<file path="src/rtl/meter_pkg.sv">
// Constants shared by the meter front-end and the main billing block.
// Pure definitions: no logic, no latency, no flow control.
package meter_pkg;

  localparam int UNIT_W    = 10;
  localparam int UNITS_MAX = 1023;

  localparam int DEF_PULSES_PER_UNIT = 4;
  localparam int DEF_DEBOUNCE_CYCLES = 3;
  localparam int DEF_CYCLES_PER_DAY  = 100;
  localparam int DEF_MIN_PULSE_GAP   = 2;

  typedef logic [UNIT_W-1:0] units_t;

  // Bits needed to hold the values 0..maxval.
  function automatic int cnt_w(input int maxval);
    return (maxval < 2) ? 1 : $clog2(maxval + 1);
  endfunction

endpackage

</file>
<file path="src/rtl/meter_debounce.sv">
// Two-flop synchronizer plus run-length debouncer; emits a one-cycle pulse_accept per 0->1 level flip.
// Latency: first high sample at edge k -> pulse_accept registered at edge k+2+DEBOUNCE_CYCLES; no backpressure.
module meter_debounce
  import meter_pkg::*;
#(
  parameter int DEBOUNCE_CYCLES = DEF_DEBOUNCE_CYCLES
) (
  input  logic clk,
  input  logic reset,
  input  logic sensor_raw,
  output logic pulse_accept
);

  localparam int CW = cnt_w(DEBOUNCE_CYCLES);

  logic          sync1;
  logic          sync2;
  logic          stable;
  logic          rise;
  logic [CW-1:0] run_cnt;
  logic          flip;

  // The current sample is the last of a full run that disagrees with the stable level.
  assign flip = (sync2 != stable) && (run_cnt == CW'(DEBOUNCE_CYCLES - 1));

  always_ff @(posedge clk) begin
    if (!reset) begin
      sync1        <= 1'b0;
      sync2        <= 1'b0;
      stable       <= 1'b0;
      run_cnt      <= '0;
      rise         <= 1'b0;
      pulse_accept <= 1'b0;
    end else begin
      sync1 <= sensor_raw;
      sync2 <= sync1;
      if (sync2 == stable) begin
        run_cnt <= '0;
      end else if (flip) begin
        run_cnt <= '0;
        stable  <= sync2;
      end else begin
        run_cnt <= run_cnt + CW'(1);
      end
      rise         <= flip & sync2;
      pulse_accept <= rise;
    end
  end

endmodule

</file>
<file path="src/rtl/meter_pulse_frontend.sv">
// Meter front-end: debounced pulses -> unit strobes (sensor), day strobes (date_1), unit total, tamper flag.
// Latency: sensor one cycle after pulse_accept; no backpressure. Optional gap check under METER_TAMPER_DETECT_EN.
module meter_pulse_frontend
  import meter_pkg::*;
#(
  parameter int PULSES_PER_UNIT = DEF_PULSES_PER_UNIT,
  parameter int DEBOUNCE_CYCLES = DEF_DEBOUNCE_CYCLES,
  parameter int CYCLES_PER_DAY  = DEF_CYCLES_PER_DAY,
  parameter int MIN_PULSE_GAP   = DEF_MIN_PULSE_GAP
) (
  input  logic              clk,
  input  logic              reset,
  input  logic              sensor_raw,
  input  logic              enable,
  output logic              sensor,
  output logic              date_1,
  output logic [UNIT_W-1:0] units_total,
  output logic              tamper
);

  localparam int PW = cnt_w(PULSES_PER_UNIT - 1);
  localparam int DW = cnt_w(CYCLES_PER_DAY - 1);

  logic          pulse_accept;
  logic          pulse_ok;
  logic [PW-1:0] pcnt;
  logic [DW-1:0] dcnt;
  logic          unit_done;
  logic          day_done;

  meter_debounce #(
    .DEBOUNCE_CYCLES(DEBOUNCE_CYCLES)
  ) u_debounce (
    .clk         (clk),
    .reset       (reset),
    .sensor_raw  (sensor_raw),
    .pulse_accept(pulse_accept)
  );

`ifdef METER_TAMPER_DETECT_EN
  localparam int GW = cnt_w(MIN_PULSE_GAP);

  logic [GW-1:0] gap_cnt;
  logic          too_close;

  // gap_cnt equals the edge distance to the previous accepted pulse, saturating at MIN_PULSE_GAP.
  assign too_close = pulse_accept && (gap_cnt < GW'(MIN_PULSE_GAP));

  always_ff @(posedge clk) begin
    if (!reset) begin
      gap_cnt <= GW'(MIN_PULSE_GAP);
      tamper  <= 1'b0;
    end else begin
      if (pulse_accept) begin
        gap_cnt <= GW'(1);
      end else if (gap_cnt != GW'(MIN_PULSE_GAP)) begin
        gap_cnt <= gap_cnt + GW'(1);
      end
      if (too_close) begin
        tamper <= 1'b1;
      end
    end
  end

  assign pulse_ok = pulse_accept && !too_close && !tamper;
`else
  assign tamper   = 1'b0 & (MIN_PULSE_GAP < 0);
  assign pulse_ok = pulse_accept;
`endif

  assign unit_done = pulse_ok && enable && (pcnt == PW'(PULSES_PER_UNIT - 1));
  assign day_done  = enable && (dcnt == DW'(CYCLES_PER_DAY - 1));

  always_ff @(posedge clk) begin
    if (!reset) begin
      pcnt        <= '0;
      dcnt        <= '0;
      sensor      <= 1'b0;
      date_1      <= 1'b0;
      units_total <= '0;
    end else begin
      sensor <= unit_done;
      date_1 <= day_done;
      if (pulse_ok && enable) begin
        pcnt <= unit_done ? '0 : pcnt + PW'(1);
      end
      if (enable) begin
        dcnt <= day_done ? '0 : dcnt + DW'(1);
      end
      // Strobe keeps firing at saturation; only the total holds.
      if (unit_done && (units_total != UNIT_W'(UNITS_MAX))) begin
        units_total <= units_total + UNIT_W'(1);
      end
    end
  end

endmodule

</file>
<file path="config.mk">
export PLATFORM = sky130hd
export DESIGN_NAME = meter_pulse_frontend
export DESIGN_NICKNAME = d
export VERILOG_FILES = /design/src/rtl/meter_pkg.sv /design/src/rtl/meter_debounce.sv /design/src/rtl/meter_pulse_frontend.sv
export SDC_FILE = /design/constraint.sdc
export NUM_CORES = 1
export LEC_CHECK = 0
export ABC_CLOCK_PERIOD_IN_PS = 1800
export CAP_MARGIN = 40
export CORE_MARGIN = 2
export CORE_UTILIZATION = 30
export DETAILED_ROUTE_END_ITERATION = 12
export HOLD_SLACK_MARGIN = 0.12
export PLACE_DENSITY_LB_ADDON = 0.08
export RECOVER_POWER = 25
export SLEW_MARGIN = 20
export SYNTH_ARGS = -nofsm -noshare
export SYNTH_HDL_FRONTEND = slang
export SYNTH_SLANG_ARGS = --single-unit
</file>
<file path="constraint.sdc">
create_clock -name clk -period 1.8 [get_ports clk]
set_clock_uncertainty 0.15 [all_clocks]
set_input_delay 0.45 -clock clk [delete_from_list [all_inputs] [get_ports clk]]
set_output_delay 0.45 -clock clk [all_outputs]
set_load 0.005 [all_outputs]
</file>
==> flow_summary.yaml <==
outcome:
  status: "completed"
setup_path:
  r2r-start: "units_total[0]"
  cp.required_ps: 1200
  path_cells: "clkdlybuf4s50_1"
  startpoint_type: "flip-flop"
  worst-endpoint-arrival_ps: 1160
  slowest_stage: "clkdlybuf4s50_1"
  r2r_end: "units_total[7]"
  cp-end-kind: "output pin"
  critPathKind: "reg2out"
  cp_top_family: "buffers and inverters"
  cp_max_fo: 5
  ff2ff_path_depth: 6
  timing.critical_path.buf_inv: 1
  critical-path-max-stage-delay_ps: 510
  r2r_setup_slack_ps: 140
drt:
  wl_per_cell_um: 11.5
  drt_iter0_markers: 54
  antenna_left: 0
  num_vias: 971
  drc: 0
  routed_wl_um: 2410
  firstDrtPassIters: 4
  via_per_inst: 4.65
floorplan:
  initial_utilization_pct: 32.0
  ioPinCount: 17
  placementRows: 22
  dieWidth_um: 67.2
  core_sq_um: 3740
  die_h_um: 67.2
  dieArea_sq_um: 4510
finish:
  num-nets-final: 170
  nFillCells: 397
  final_cell_area_sq_um: 1590
  drive_above_1_share_pct: 22.4
  area_delta_synth_final_pct: 33.1
  final_cell_mix: "nor2_1, dfxtp_1, clkdlybuf4s50_1, buf_4, nand2_1"
  antennaDiodeCount: 0
synth:
  yosysTopAreaCellShare_pct: 46.8
  synth_top_area_cell: "dfxtp_1"
  seq_area_frac_synth_pct: 46.8
  synth_cells: 132
  synth-seq-cells: 28
  synth.avg_cell_area_sq_um: 9.07
  syn_nets: 140
  synth_cell_type_count: 34
  syn_area_sq_um: 1200
  yosys-top-cells-area: "dfxtp_1, nor2_1, mux2i_1, ha_1, nand2_1"
  ys_warn_count: 0
pwr:
  intPower_mw: 0.938
  p_leak_nw: 0.610
  power_density_nw_per_um2: 726
  p_seq_share_pct: 54.0
  peakVddDrop_v: 0.000260
  p_sw_share_pct: 18.9
  pwr-share-comb_pct: 3.7
  clkPwrFrac_pct: 42.3
  power.switching_mw: 0.219
timing:
  period_needed_ps: 1760
  layout_setup_ws_ps: 42.9
  hold_slack_ps: 263
  fin_crit_sh_pct: 97.6
  max_freq_mhz: 569
  setup_viol: 0
  hold_viol_final: 0
  maxSlewViolCount: 0
  rsz0062_at_grt: "false"
placement:
  dp_hpwl_um: 1790
  placed_cell_area_sq_um: 1470
  dp_slack_ps: -219
  place_congestion: 0.749
  port_buffers: 15
global_routing:
  grt_first_pass_wirelength_um: 4050
  antenna_found_initial: 0
  grt_max_degree: 17
  grt_pass1_vias: 914
  track_usage_pct: 11.8
  grt-ovfl-total: 0
clock_network:
  clk_pin_slew_ps: 100
  ctsHoldBuffers: 0
  clock_sinks: 28
  cts_tree: "yes"
  insertion_delay_ps: 270
  cts_max_level: 1
  cts_root_buf: "clkbuf_8"
  cts_made_buffers: 3
  clk_path_buf_depth: 2
worst_hold_path:
  min_to: "u_debounce.run_cnt[0]"
  min_from: "u_debounce.run_cnt[0]"
  whs_path_depth: 1
  hold_path_class: "reg2reg"
job:
  max_cap_viol_count: 0
==> power by group through the flow <==
stage	Combinational, mW	Clock, mW	Sequential [mW]
floorplan	0.0257	0	0.643
global route	0.0473	0.534	0.627
detailed placement	0.0446	0	0.645
global placement	0.0439	0	0.644
CTS	0.0450	0.510	0.630
finish	0.0426	0.490	0.625
==> worst max path at each step <==
stage | from | end | slack (ps) | depth (start not counted)
detailed placement | enable | units_total[2] | -220 | 5
global route | enable | dcnt[0] | 2 | 6
floorplan | units_total[0] | units_total[7] | 220 | 5
global placement | enable | units_total[2] | -200 | 5
finish | units_total[4] | units_total[4] | 40 | 1
CTS | units_total[6] | units_total[6] | 8 | 1
==> through the flow <==
| stage | TNS, ps | cells | utilization, % | power (mW) |
|---|---|---|---|---|
| floorplan | 0 | 132 | - | 0.669 |
| global placement | -1630 | 202 | 39.2 | 0.688 |
| detailed placement | -2150 | 202 | 39.2 | 0.689 |
| CTS | 0 | 208 | 41.7 | 1.18 |
| global route | 0 | 209 | 42.6 | 1.21 |
| finish | 0 | 209 | 42.6 | 1.16 |
==> state kept, by name, summed over array words and instances, names as in the netlist <==
register and count:
date_1 1, u_debounce.sync2 1, u_debounce.run_cnt 2, dcnt 7, sensor 1, pcnt 2
u_debounce.pulse_accept 1, u_debounce.stable 1, units_total 10, u_debounce.sync1 1, u_debounce.rise 1
==> cells in the mapped netlist, drive strengths merged <==
cell type,n
nand4b,1
and4b,1
buf,2
and3,4
nor4,1
a31oi,1
or3,3
inv,3
clkbuf,2
a31o,1
nand2b,3
nand2,14
o31ai,1
o211ai,1
o41ai,1
xnor2,2
nand3b,1
nand3,7
nor2,18
xor2,4
nor3,5
o21ai,3
a21oi,6
nand4,5
conb,1
dfxtp,28
mux2i,6
ha,4
and2,3
==> per-layer routing <==
metal / track usage [%] / wire length, um / up-vias
li1: - / - / 517
met4: 3.83 / 17 / 0
met1: 15.4 / 1240 / 438
met5: 0 / 0 / -
met2: 20.2 / 1090 / 14
met3: 1.50 / 65 / 2
==> cell families after synthesis <==
group,count (synthesis),share of synthesized area (%)
AOI/OAI and AO/OA,14,7.42
xor gates and xnor gates,6,4.39
adders and majority gates,4,4.18
buffers and inverters,7,2.82
DFF,28,46.8
muxes,6,5.02
other,1,0.313
and+or+nand+nor,66,29.0
==> timing repair <==
item,in CTS,in global routing
endpoints found under the setup margin,9,8
resized for setup,11,8
buffers inserted,2,1
pin swaps,0,1
cloned,0,0
==> final cells by class <==
type / instances / area, sq um / share of cell area [%]
Clock buffer: 3 / 41.3 / 2.59
Clock inverter: 1 / 30.0 / 1.88
Inverter: 3 / 11.3 / 0.706
Multi-Input combinational cell: 97 / 622 / 39.0
Sequential cell: 28 / 581 / 36.4
Tap cell: 48 / 60.1 / 3.77
Timing Repair Buffer: 29 / 249 / 15.6
No activity file was read; power rests on OpenSTA's default activity.
